`src/rtl/fx2_rx_reader.sv`:
```
// Cypress FX2 slave-FIFO reader: drains an OUT endpoint into a small FIFO with valid/ready output.
// Optional feature: define FX2_RX_WORD_COUNT_EN to add the 32-bit rx_word_count output.
module fx2_rx_reader #(
  parameter int unsigned DEPTH   = 4,
  parameter logic [1:0]  RX_ADDR = 2'b00
) (
  input  logic        ifclk,
  input  logic        reset,
  input  logic        rx_en,
  input  logic        fx2_empty_b,
  input  logic [15:0] fx2_fd_in,
  output logic        fx2_sloe_b,
  output logic        fx2_slrd_b,
  output logic [1:0]  fx2_fifo_addr,
  output logic [15:0] rx_data,
  output logic        rx_valid,
  input  logic        rx_ready,
  output logic        busy
`ifdef FX2_RX_WORD_COUNT_EN
  ,
  output logic [31:0] rx_word_count
`endif
);

  localparam int unsigned AW = $clog2(DEPTH);

  typedef enum logic [1:0] {
    S_IDLE,
    S_OE,
    S_READ,
    S_RELEASE
  } state_t;

  state_t        r_state;
  state_t        w_state_nxt;
  logic [15:0]   r_mem [DEPTH];
  logic [AW-1:0] r_wr_ptr;
  logic [AW-1:0] r_rd_ptr;
  logic [AW:0]   r_count;
  logic          w_room;
  logic          w_can_read;
  logic          w_push;
  logic          w_pop;

  // Two free slots are required so a strobe issued this cycle always has a home.
  assign w_room     = (r_count <= (AW + 1)'(DEPTH - 2));
  assign w_can_read = rx_en && fx2_empty_b && w_room;

  // NOTE: every output of this block gets a default first, so no path can infer a latch.
  always_comb begin
    w_state_nxt = r_state;
    fx2_sloe_b  = 1'b1;
    fx2_slrd_b  = 1'b1;
    case (r_state)
      S_IDLE: begin
        if (w_can_read) w_state_nxt = S_OE;
      end
      S_OE: begin
        fx2_sloe_b  = 1'b0;
        w_state_nxt = S_READ;
      end
      S_READ: begin
        fx2_sloe_b = 1'b0;
        fx2_slrd_b = !w_can_read;
        if (!w_can_read) w_state_nxt = S_RELEASE;
      end
      S_RELEASE: begin
        w_state_nxt = S_IDLE;
      end
      default: w_state_nxt = S_IDLE;
    endcase
    // Keep the bus quiet while reset is held, even before the state register clears.
    if (reset) begin
      fx2_sloe_b = 1'b1;
      fx2_slrd_b = 1'b1;
    end
  end

  assign w_push        = !fx2_slrd_b && fx2_empty_b;
  assign w_pop         = rx_valid && rx_ready;
  assign rx_valid      = (r_count != '0);
  assign rx_data       = rx_valid ? r_mem[r_rd_ptr] : 16'h0000;
  assign busy          = (r_state != S_IDLE);
  assign fx2_fifo_addr = RX_ADDR;

  // NOTE: sequential state uses non-blocking assignments so all registers update together.
  always_ff @(posedge ifclk) begin
    if (reset) begin
      r_state  <= S_IDLE;
      r_wr_ptr <= '0;
      r_rd_ptr <= '0;
      r_count  <= '0;
    end else begin
      r_state <= w_state_nxt;
      if (w_push) r_wr_ptr <= r_wr_ptr + AW'(1);
      if (w_pop)  r_rd_ptr <= r_rd_ptr + AW'(1);
      case ({w_push, w_pop})
        2'b10:   r_count <= r_count + (AW + 1)'(1);
        2'b01:   r_count <= r_count - (AW + 1)'(1);
        default: r_count <= r_count;
      endcase
    end
  end

  // NOTE: the storage array is not reset; r_count alone decides which entries are live.
  always_ff @(posedge ifclk) begin
    if (w_push) r_mem[r_wr_ptr] <= fx2_fd_in;
  end

`ifdef FX2_RX_WORD_COUNT_EN
  logic [31:0] r_word_count;

  always_ff @(posedge ifclk) begin
    if (reset)       r_word_count <= '0;
    else if (w_push) r_word_count <= r_word_count + 32'd1;
  end

  assign rx_word_count = r_word_count;
`endif

endmodule

```
`config.mk`:
```
export PLATFORM = sky130hd
export DESIGN_NAME = fx2_rx_reader
export DESIGN_NICKNAME = d
export VERILOG_FILES = /design/src/rtl/fx2_rx_reader.sv
export SDC_FILE = /design/constraint.sdc
export NUM_CORES = 1
export LEC_CHECK = 0
export CORE_MARGIN = 2
export CORE_UTILIZATION = 58
export DETAILED_ROUTE_END_ITERATION = 10
export PLACE_DENSITY_LB_ADDON = 0.15
export SYNTH_ARGS = -nofsm -noshare
export SYNTH_HDL_FRONTEND = slang
export SYNTH_SLANG_ARGS = --single-unit
```
`constraint.sdc`:
```
create_clock -name ifclk -period 4.1 [get_ports ifclk]
set_clock_uncertainty 0.15 [all_clocks]
set_input_delay 0.82 -clock ifclk [delete_from_list [all_inputs] [get_ports ifclk]]
set_output_delay 0.82 -clock ifclk [all_outputs]
set_load 0.02 [all_outputs]
```
==> results.py <==
metrics = {
    "clock_network": {
        "cts.path.max_buffers": 2,
        "cts_buffers": 9,
        "insertion_delay_ps": 330,
        "cts_tree": "built",
        "postCtsSetupBuffers": 0,
        "cts_hold_buf": 0,
        "cts.sinks": 75,
        "cts-root-buf": "clkbuf_8",
        "ctsResizeCount": 0,
        "clkTransAtPathRegs_ps": 80,
        "htree_levels": 3,
    },
    "job": {
        "maxCapViolations": 0,
    },
    "worst_setup_path": {
        "crit_arrival_ps": 2490,
        "rrSetupSlack_ps": 1540,
        "critPathLaunch": "reset",
        "path_max_fanout": 15,
        "cp_data_required_time_ps": 3130,
        "critPathLaunchType": "input pin",
        "worst-setup-path-type": "in -> out",
        "endpoint_kind": "primary output",
        "worstReg2RegEnd": "r_count[2]",
        "cp-endpoint": "fx2_slrd_b",
        "worstReg2RegStart": "r_state[0]",
        "r2r_cells": 11,
    },
    "placed_design": {
        "place_congestion": 0.7039,
        "dpl.hpwl_um": 3362,
        "port_buffers": 40,
        "placed_area_um2": 3603,
    },
    "floorplan": {
        "die_w_um": 77.73,
        "dieArea_um2": 6042,
        "coreArea_um2": 5172,
        "die_h_um": 77.73,
        "initial_core_util_pct": 60.96,
        "rows": 26,
        "num_io_pins": 43,
    },
    "sta": {
        "finalSetupViolations": 0,
        "maxSlewHeadroom_pct": 44.36,
        "hold_viol": 0,
        "hold_ws_ps": 388.1,
        "post-route-period-util_pct": 84.35,
        "finalCriticalPeriod_ps": 3458,
        "rsz0062_at_grt": "false",
        "maxSlewViolCount": 0,
        "tns_ps": 0,
        "fmax_mhz": 289.2,
        "tightestPinTransition_ps": 834.6,
    },
    "detailed_routing": {
        "viasPerCell": 5.577,
        "num_vias": 1701,
        "drt_pass1_iterations": 4,
        "drcViolationCount": 0,
        "ant_nets": 0,
        "avgRoutedWirePerCell_um": 17.16,
        "wirelength_um": 5235,
        "first_iter_violations": 101,
    },
    "hold_path": {
        "hp-class": "reg -> reg",
    },
    "yosys": {
        "syn_area_um2": 3153,
        "yosysUniqueCellTypes": 35,
        "postSynthCellCount": 184,
        "avgSynthCellArea_um2": 17.14,
        "seq_area_frac_synth_pct": 67.94,
        "yosys_warnings": 0,
        "synth-edff-count": 64,
        "ys_seq_elements": 75,
        "async_flop_share_pct": 0,
        "synthFlopType": "edfxtp_1",
    },
    "layout": {
        "diodes": 0,
        "fin_area_um2": 3845,
        "area_growth_syn_to_layout_pct": 21.94,
        "nNetsFinal": 260,
        "drive_above_1_share_pct": 17.02,
    },
    "power_and_ir_drop": {
        "powerDensity_nw_per_um2": 464.5,
        "leakagePower_nw": 1.268,
        "ir_worst_vdd_mv": 0.3004,
    },
    "global_routing": {
        "grt_first_pass_wirelength_um": 8528,
        "grt_overflow": 0,
        "grt_max_degree": 18,
        "grt_pass1_vias": 1766,
        "grt_use_total_pct": 19.13,
        "antenna_found_initial": 0,
    },
    "run_status": {
        "status": "finished clean",
    },
}
## Yosys cell counts, types with 3 or more instances
master    number  share of area [%]
or3_1          4               0.79
edfxtp_1      64                 61
buf_6          3                1.1
nor2_1         6               0.71
nor2b_1       16                3.2
and2_1         5               0.99
dfxtp_1       11                7.0
a21oi_1        4               0.63
xor2_1         4                1.1
ha_1           8                3.2
mux4_2        16                 11
inv_1         11                1.3
o21ai_0        3               0.48
## report_power, final
group | switching [mW] | total, mW | internal, mW | leakage, nW
clock | 0.244 | 0.663 | 0.419 | 0.123
combinational | 0.136 | 0.264 | 0.128 | 0.481
sequential | 0.0136 | 0.858 | 0.845 | 0.664
total | 0.394 | 1.79 | 1.39 | 1.27
## registers in the layout (all words and copies together), names as in the netlist, named ones only
name,cells
r_count,3
r_mem,64
r_rd_ptr,2
r_state,2
r_wr_ptr,2
## per-stage QoR
| stage | power (mW) | utilization (%) | std cells | setup WS [ps] |
|---|---|---|---|---|
| 2_1_floorplan | 1.033 | - | 185 | 1683 |
| 3_3_place_gp | 1.118 | 69.67 | 289 | 695.0 |
| 3_5_place_dp | 1.135 | 69.67 | 289 | 622.6 |
| 4_1_cts | 1.793 | 74.33 | 305 | 622.7 |
| 5_1_grt | 1.846 | 74.33 | 305 | 488.6 |
| 6_report | 1.786 | 74.33 | 305 | 641.7 |
## per-layer routing
metal  global-route usage (%)  wire, um  vias to the layer above  part of all wire [%]
met5                        0         0                        -                     0
met4                    11.43       136                        0                   2.6
met3                    3.953       162                       14                   3.1
met2                    32.41      2824                       42                    54
met1                    22.48      2111                      861                    40
li1                         -         -                      784                     -
## cell type report
class                      instances  area [um^2]
tap                               70        87.58
inverter                          12        45.04
sequential                        75         2142
clock inverter                     5        100.1
timing repair buffer              44        430.4
fill                             296         1328
clock buffer                      11        141.4
multi-input combinational         88        898.4
## how the worst min path moves through the flow
stage                start     endpoint  slack [ps]  depth (start not counted)
4_1_cts        r_rd_ptr[1]  r_rd_ptr[1]         390                          2
3_5_place_dp   r_rd_ptr[1]         flop         370                          2
3_3_place_gp   r_wr_ptr[1]  r_wr_ptr[1]         360                          2
5_1_grt        r_wr_ptr[1]  r_wr_ptr[1]         420                          2
2_1_floorplan  r_rd_ptr[1]         flop         330                          2
6_report       r_wr_ptr[1]  r_wr_ptr[1]         390                          2
## critical path: stages
cell and delay, ps:
clkdlybuf4s50_1 660, nor3_2 390, inv_1 70, clkdlybuf4s50_1 540
## cells in the final DEF (no fill, tap or decap), types with 3 or more instances in the layout
cell type and instances:
nor2b_1 16, clkbuf_8 10, a21oi_1 4, xor2_1 4
o21ai_0 3, nor2_1 6, dfxtp_1 11, edfxtp_1 64
buf_4 4, mux4_2 16, ha_1 8, and2_1 5
clkdlybuf4s50_1 40, bufinv_16 3, inv_1 11, or3_1 4
## cell families after synthesis
group                    synth area share [%]
buffers and inverters                   3.690
flip-flops                              67.94
multiplexers                            11.43
XOR/XNOR                                1.111
AND/OR/NAND/NOR                         9.087
other                                  0.1189
AO/OA/AOI/OAI                           2.817
adder cells (fa/ha/maj)                 3.810
(Power assumes the default switching activity.)
